**src/rtl/ifetch_unit.sv**
```systemverilog
// Instruction fetch unit: one outstanding fetch request, a single-entry
// instruction buffer toward the core, and redirect handling that drops
// responses belonging to an abandoned fetch stream.

package ifetch_pkg;

  // Instruction bus request. The fetch unit only ever reads, so only
  // valid and addr carry information; the remaining fields are tied to 0.
  typedef struct packed {
    logic        valid;
    logic [63:0] addr;
    logic [2:0]  size;
    logic        we;
    logic [31:0] wdata;
    logic [3:0]  wstrb;
  } ibus_req_t;

  // Instruction bus response. addr_ok is carried by the bus but not needed
  // here: the request is held until data_ok, which doubles as the accept.
  typedef struct packed {
    logic        addr_ok;
    logic        data_ok;
    logic [31:0] data;
  } ibus_resp_t;

endpackage

module ifetch_unit
  import ifetch_pkg::*;
#(
  parameter logic [63:0] RESET_PC = 64'h0000_0000_8000_0000
) (
  input  logic        clk,
  input  logic        reset,
  output ibus_req_t   ireq,
  input  ibus_resp_t  iresp,
  input  logic        redirect_valid,
  input  logic [63:0] redirect_pc,
  output logic        out_valid,
  input  logic        out_ready,
  output logic [63:0] out_pc,
  output logic [31:0] out_instr
);

  // S_REQ     : request for pc outstanding on the bus
  // S_HOLD    : instruction buffered, waiting for the core to take it
  // S_DISCARD : request for a stale pc outstanding, its data will be dropped
  typedef enum logic [1:0] {
    S_REQ     = 2'd0,
    S_HOLD    = 2'd1,
    S_DISCARD = 2'd2
  } state_t;

  state_t      state;
  state_t      state_nxt;
  logic [63:0] pc;
  logic [63:0] pc_nxt;
  logic [63:0] pend_pc;
  logic [63:0] pend_pc_nxt;
  logic        load_out;
  logic [63:0] redir_pc;
  logic [63:0] pc_inc;
  logic        unused_bits;

  // Instructions are word aligned; the low two redirect bits are discarded.
  assign redir_pc = {redirect_pc[63:2], 2'b00};

  // Sequential pc step, wraps modulo 2^64.
  assign pc_inc = pc + 64'd4;

  // Bits that are part of the interface but carry nothing this unit uses.
  assign unused_bits = ^{iresp.addr_ok, redirect_pc[1:0]};

  // State, fetch pc and pending redirect target registers.
  always_ff @(posedge clk or negedge reset) begin
    if (!reset) begin
      state   <= S_REQ;
      pc      <= RESET_PC;
      pend_pc <= 64'd0;
    end else begin
      state   <= state_nxt;
      pc      <= pc_nxt;
      pend_pc <= pend_pc_nxt;
    end
  end

  // Next-state logic: decides pc updates, redirect capture and buffer load.
  always_comb begin
    state_nxt   = state;
    pc_nxt      = pc;
    pend_pc_nxt = pend_pc;
    load_out    = 1'b0;
    case (state)
      S_REQ: begin
        if (iresp.data_ok) begin
          if (redirect_valid) begin
            // Response belongs to the old stream; restart right away.
            pc_nxt = redir_pc;
          end else begin
            load_out  = 1'b1;
            pc_nxt    = pc_inc;
            state_nxt = S_HOLD;
          end
        end else if (redirect_valid) begin
          // The bus request cannot be withdrawn: keep the address stable,
          // remember where to go, and drop whatever comes back.
          pend_pc_nxt = redir_pc;
          state_nxt   = S_DISCARD;
        end
      end
      S_DISCARD: begin
        // A newer redirect replaces the pending target (last one wins).
        if (redirect_valid) begin
          pend_pc_nxt = redir_pc;
        end
        if (iresp.data_ok) begin
          pc_nxt    = redirect_valid ? redir_pc : pend_pc;
          state_nxt = S_REQ;
        end
      end
      S_HOLD: begin
        // Redirect beats the handshake: the buffered instruction is stale.
        // Any data_ok seen here is a bus protocol violation and is ignored.
        if (redirect_valid) begin
          pc_nxt    = redir_pc;
          state_nxt = S_REQ;
        end else if (out_ready) begin
          state_nxt = S_REQ;
        end
      end
      default: begin
        state_nxt = S_REQ;
      end
    endcase
  end

  // Instruction buffer toward the core; only written on a kept response.
  always_ff @(posedge clk or negedge reset) begin
    if (!reset) begin
      out_pc    <= 64'd0;
      out_instr <= 32'd0;
    end else if (load_out) begin
      out_pc    <= pc;
      out_instr <= iresp.data;
    end
  end

  // Bus request and core-side valid decode. The request is gated by reset
  // so nothing is presented while reset is held, yet it is live on the very
  // first cycle after release.
  always_comb begin
    ireq       = '0;
    ireq.valid = reset && (state != S_HOLD);
    ireq.addr  = pc;
    out_valid  = (state == S_HOLD);
  end

endmodule
```
**config.mk**
```make
export PLATFORM = sky130hd
export DESIGN_NAME = ifetch_unit
export DESIGN_NICKNAME = d
export VERILOG_FILES = /design/src/rtl/ifetch_unit.sv
export SDC_FILE = /design/constraint.sdc
export NUM_CORES = 1
export LEC_CHECK = 0
export ABC_CLOCK_PERIOD_IN_PS = 4850
export CORE_MARGIN = 2
export CORE_UTILIZATION = 54
export DETAILED_ROUTE_END_ITERATION = 10
export HOLD_SLACK_MARGIN = 0.03
export PLACE_DENSITY_LB_ADDON = 0.05
export SYNTH_ARGS = -nofsm -noshare
export SYNTH_HDL_FRONTEND = slang
export SYNTH_SLANG_ARGS = --single-unit
```
**constraint.sdc**
```tcl
create_clock -name clk -period 4.85 [get_ports clk]
set_input_delay 0.97 -clock clk [delete_from_list [all_inputs] [get_ports clk]]
set_output_delay 0.97 -clock clk [all_outputs]
set_load 0.01 [all_outputs]
```
==> impl_metrics.tcl, run 1 <==
set metrics [dict create \
    worst_pin_slew_ns 0.999 \
    worstSetupEndpointType "primary output" \
    ys_top_cells_by_count "225 x dfrtp_1, 133 x mux2_2, 98 x nand2_1" \
    cts_made_buffers 26 \
    grt_start_max_net_pins 109 \
    hold_viol_final 0 \
    drive_gt1_frac 0.147 \
    slowest_delay_ns 0.69 \
    die_area_um2 23900 \
    maxSlewHeadroom 0.334 \
    grt_antenna_before_repair 1 \
    cts_tree "done" \
    min_period_ns 3.49 \
    synth_cells 1238 \
    cp_max_fo 53 \
    gp_congestion 0.945 \
    setup_viol 0 \
    io_pins 304 \
    start_util 0.546 \
    drtAntennaViolNets 0 \
    min_period_over_period 0.720 \
    portBuffers 260 \
    grt.overflow.total 0 \
    die_w_um 155 \
    cp_top_family "buffers and inverters" \
    postCtsHoldBufs 0 \
    cts_root_buf "clkbuf_16" \
    cts_resized 0 \
    hp-class "primary input to asynchronous set/reset pin" \
    yosysUniqueCellTypes 67 \
    clk_latency_ns 0.53 \
    synth_area_leader_cell "dfrtp_1" \
    path_clk_slew_ns 0.06 \
    power_w 0.0116 \
    syn2layout_area_growth_pct 28.3 \
    rsz0062_at_grt "no" \
    fmax_mhz 286 \
    ys_warn_count 0 \
    synth-edff-count 0 \
    synth_most_common_cell "dfrtp_1" \
    synth_area_um2 12200 \
    netlist.area_leader.share 0.460 \
    outcome "finished clean" \
    path_class "flop to primary output" \
    cap_violations 0 \
    power.leakage_nw 6.58 \
    first_iter_violations 1016 \
    cp-start-kind "flop" \
    coreArea_um2 22400 \
    cts.htree.levels 1 \
    vias 10900 \
    grt_pass1_vias 10300 \
    grt_usage 0.295 \
    synth.avg_cell_area_um2 9.89 \
    grt_first_pass_wirelength_mm 56.7 \
    drc_errors 0 \
    via_per_inst 6.22 \
    final.setup.tns_ns 0 \
    wl_per_cell_um 20.4 \
    power_density_nw_per_um2 736 \
    path_cells "inv_1, ha_2, buf_4, clkdlybuf4s50_1" \
    hpwl_mm 23.8 \
    finClkSkew_ns 0.0123 \
    final-seq-area_um2 5660 \
    rows 55 \
    fillers 1769 \
    cp_slowest_cell "clkdlybuf4s50_1" \
    arrival_ns 2.52 \
    clockBufferDepth 3 \
    die_h_um 155 \
    asyncSetResetFlopFracSynth 1.00 \
    ys.flop_type "dfrtp_1" \
    synth_area_leaders "dfrtp_1 46%, mux2_2 12%, a21oi_1 3.6%, o21ai_0 3.4%, nand2_1 3.0%" \
    yosysSeqAreaShare 0.462 \
    postCtsSetupBuffers 0 \
    ys_ff_latch 226 \
    diodes 0 \
    fin_nets 1560 \
    path_buf_inv 3 \
    firstDrtPassIters 6 \
    wirelength_mm 35.8 \
    peakVddDrop_v 0.000429 \
    required_ns 3.88 \
    multiInputGateArea_um2 5960 \
    drv_slew 0 \
    clock-sinks 226 \
]
## layout by cell type (no fill, tap or decap), drive strengths merged, types with 3 or more instances in the layout
cell type and n:
conb 40, a21oi 88, a22o 26, mux2 133, o22ai 13, o22a 3, o31ai 8, o21ai 84
a211oi 6, nand2b 4, nor2b 4, and4 3, or3 4, ha 5, dfrtp 225, clkdlybuf4s50 258
mux2i 31, clkbuf 41, a31oi 8, buf 23, nor3 24, xnor2 3, nor2 80, o2bb2ai 5
a21o 7, nand3 46, a221o 11, nor4 24, or4 6, nand4 24, and2 4, a22oi 11
and3 9, inv 37, a221oi 30, nand2 99, o211ai 13
## cell families (layout without fill, tap and decap cells)
family                   Yosys count  after routing  synth area share
adder cells (fa/ha/maj)            5              5           0.00511
other                              1             40          0.000306
XOR/XNOR                           4              4           0.00286
AND/OR/NAND/NOR                  337            337             0.140
AO/OA/AOI/OAI                    331            331             0.177
flip-flops                       226            226             0.462
multiplexers                     164            164             0.148
buffers and inverters            170            362            0.0652
## layout make-up
cell class / instances / area share
Clock buffer: 41 / 0.0495
Sequential cell: 226 / 0.360
Multi-Input combinational cell: 881 / 0.380
Inverter: 37 / 0.00884
Clock inverter: 3 / 0.00255
Timing Repair Buffer: 281 / 0.177
Tap cell: 285 / 0.0227
## power by group
group / internal [W] / leakage, nW / total, W / switching [W]
sequential: 0.00283 / 2.73 / 0.00376 / 0.000923
combinational: 0.00292 / 3.44 / 0.00591 / 0.00299
clock: 0.00114 / 0.401 / 0.00190 / 0.000758
## per-stage QoR
step / instances / utilization / setup slack, ns / instance area, um^2 / hold slack, ns
final: 1754 / 0.700 / 1.36 / 15700 / 0.298
after global routing: 1754 / 0.700 / 1.29 / 15700 / 0.302
after CTS: 1754 / 0.700 / 1.37 / 15700 / 0.295
after detailed placement: 1710 / 0.664 / 1.31 / 14900 / 0.470
after global placement: 1710 / 0.664 / 1.36 / 14900 / 0.464
after floorplan: 1277 / - / 2.17 / 12400 / 0.451
## routing by layer
layer	wire (um)	global-route usage
met1	14700	0.405
met2	17500	0.495
met3	2890	0.0417
met4	770	0.0820
met5	13	0
## path summary, 6_finish.rpt
kind | start | endpoint | slack (ns) | cells past startpoint
setup / recovery | state[1] | out_valid | 1.36 | 4
hold / removal | reset | out_pc[2] | 0.30 | 1
setup reg to reg | state[0] | pc[13] | 1.78 | 10
hold reg to reg | out_pc[31] | out_pc[31] | 0.48 | 2
max in group asynchronous | reset | out_pc[41] | 2.80 | 3
min in group clk | out_pc[31] | out_pc[31] | 0.48 | 2
## state kept, by name, indices dropped and copies added, names as in the netlist
| register | cells |
|---|---|
| pend_pc | 64 |
| out_pc | 64 |
| out_instr | 32 |
| pc | 64 |
| state | 2 |
No activity file was read; power rests on OpenSTA's default activity.
==> inputs of run 2 (changes only) <==
- ABC_CLOCK_PERIOD_IN_PS: 4850 -> 2880
- CORE_UTILIZATION: 54 -> 45
- clock period: 4.85 -> 2.88 ns (I/O delays scaled with it)
==> run 2 against run 1 <==
  * Sequential share of layout area decreased by 1.4 points
  * Combinational power increased by 83%
  * Global-route usage decreased by 3.4 points
  * Total power increased by 76%
  * Design area increased by 3.9%
  * Utilization decreased by 9.1 points
  * Die area increased by 19%
  * Sequential power increased by 62%
  * Hold slack got worse by 0.10 ns
  * Clock power increased by 83%
  * Clock skew increased by 0.0027 ns
  * Largest cell class unchanged
  * Critical endpoint unchanged
  * Routed wire length increased by 6.6%
==> impl_metrics.tcl, run 2 (synthesized netlist as in run 1, its figures left out) <==
set metrics [dict create \
    r2r-start "state[0]" \
    cts_root_buf "clkbuf_16" \
    cap_violations 0 \
    final_cells 1862 \
    grt_start_max_net_pins 158 \
    fin_nets 1611 \
    grt_first_pass_wirelength_mm 59.0 \
    path_clk_slew_ns 0.06 \
    drtAntennaViolNets 0 \
    power.leakage_nw 6.90 \
    wl_per_cell_um 20.5 \
    final_common_cell "clkdlybuf4s50_1" \
    die_w_um 169 \
    cp_top_family "buffers and inverters" \
    fillers 2346 \
    rsz0062_at_grt "no" \
    mostFrequentLayoutCells "258 x clkdlybuf4s50_1, 225 x dfrtp_1, 133 x mux2_2" \
    clockBufferDepth 3 \
    hp-class "primary input to asynchronous set/reset pin" \
    cts_tree "done" \
    peakVddDrop_v 0.000849 \
    finClkSkew_ns 0.0150 \
    portBuffers 260 \
    min_period_ns 2.73 \
    reg2reg_to "pc[22]" \
    r2r_cells 8 \
    hold_viol_final 0 \
    cts.htree.levels 1 \
    pre_cts_ws_ns 0.292 \
    coreArea_um2 26800 \
    grt_use_met1 0.365 \
    syn2layout_area_growth_pct 33.4 \
    start_util 0.457 \
    setup_ws_ns 0.155 \
    met2_usage 0.431 \
    reg.largest.list "out_pc x64, pc x64, pend_pc x64" \
    final_area_um2 16300 \
    worstSetupEndpointType "primary output" \
    final.setup.tns_ns 0 \
    gp_congestion 0.913 \
    postCtsHoldBufs 0 \
    busiest_layer "met2" \
    vias 10800 \
    cts_made_buffers 26 \
    clk_latency_ns 0.54 \
    rows 60 \
    grt_usage 0.262 \
    use_met3 0.0404 \
    outcome "finished clean" \
    arrival_ns 2.15 \
    drv_slew 0 \
    required_ns 2.30 \
    first_iter_violations 814 \
    slowest_delay_ns 0.58 \
    path_cells "inv_1, ha_4, buf_4, clkdlybuf4s50_1" \
    fmax_mhz 367 \
    drive_gt1_frac 0.180 \
    hpwl_mm 26.4 \
    postPlaceCellArea_um2 15400 \
    path_class "flop to primary output" \
    min_period_over_period 0.946 \
    worst_pin_slew_ns 1.02 \
    grt.overflow.total 0 \
    grt_antenna_before_repair 2 \
    wirelength_mm 38.1 \
    grt_pass1_vias 10400 \
    power_density_nw_per_um2 1250 \
    clock-sinks 226 \
    rrSetupSlack_ns 0.32 \
    io_pins 304 \
    cp-start-kind "flop" \
    drc_errors 0 \
    cp_slowest_cell "clkdlybuf4s50_1" \
    setup_viol 0 \
    firstDrtPassIters 5 \
    path_buf_inv 3 \
    cp_max_fo 13 \
    via_per_inst 5.82 \
    power_w 0.0203 \
    die_h_um 169 \
    maxSlewHeadroom 0.317 \
    die_area_um2 28500 \
    place_inst 1814 \
]
run 2: cell count changes in the layout (fill, tap and decap cells not counted), sizes merged:
| cell | before | now |
|---|---|---|
| clkinv | 2 | 3 |
| clkbuf | 41 | 38 |
| diode | 0 | 1 |
| buf | 23 | 74 |
| bufinv | 1 | 3 |
run 2: power by group:
part           switching, W  leakage [nW]  internal (W)
Clock               0.00133         0.442       0.00214
Combinational       0.00545          3.72       0.00534
Sequential          0.00131          2.73       0.00478
Total               0.00809          6.90        0.0123
run 2: final cells by class:
type,count,area [um^2],share of cell area
inverter,37,139,0.00851
multi-input combinational,881,5980,0.366
sequential,226,5660,0.346
clock buffer,38,787,0.0482
timing repair buffer,332,3230,0.198
antenna,1,2.50,0.000153
clock inverter,6,105,0.00644
tap,341,427,0.0261
run 2: layer usage:
layer  routed length [um]  vias up
li1                     -     5017
met1                17000     5392
met2                18200      380
met3                 2190       52
met4                  726        2
met5                   13        -
run 2: what timing repair did:
| action | 4_1_cts | 5_1_grt |
|---|---|---|
| gates resized for setup | 1 | 1 |
| buffers inserted | 0 | 3 |
| hold endpoints to repair | 0 | 0 |
| setup endpoints to repair | 2 | 2 |
run 2: worst max-delay path by stage:
stage               startpoint   endpoint  slack [ns]  cells after the start
floorplan             state[1]     pc[15]        0.42                     10
global placement     iresp[32]     pc[48]        0.33                      8
detailed placement   iresp[32]     pc[43]        0.29                      8
CTS                   state[1]  ireq[104]       0.007                      4
global route          state[1]  out_valid        0.06                      4
finish                state[1]  out_valid        0.15                      4
run 2: stage by stage:
stage | hold slack [ns] | util
2_1_floorplan | 0.280 | -
3_3_place_gp | 0.464 | 0.575
3_5_place_dp | 0.469 | 0.575
4_1_cts | 0.273 | 0.608
5_1_grt | 0.273 | 0.609
6_report | 0.194 | 0.609
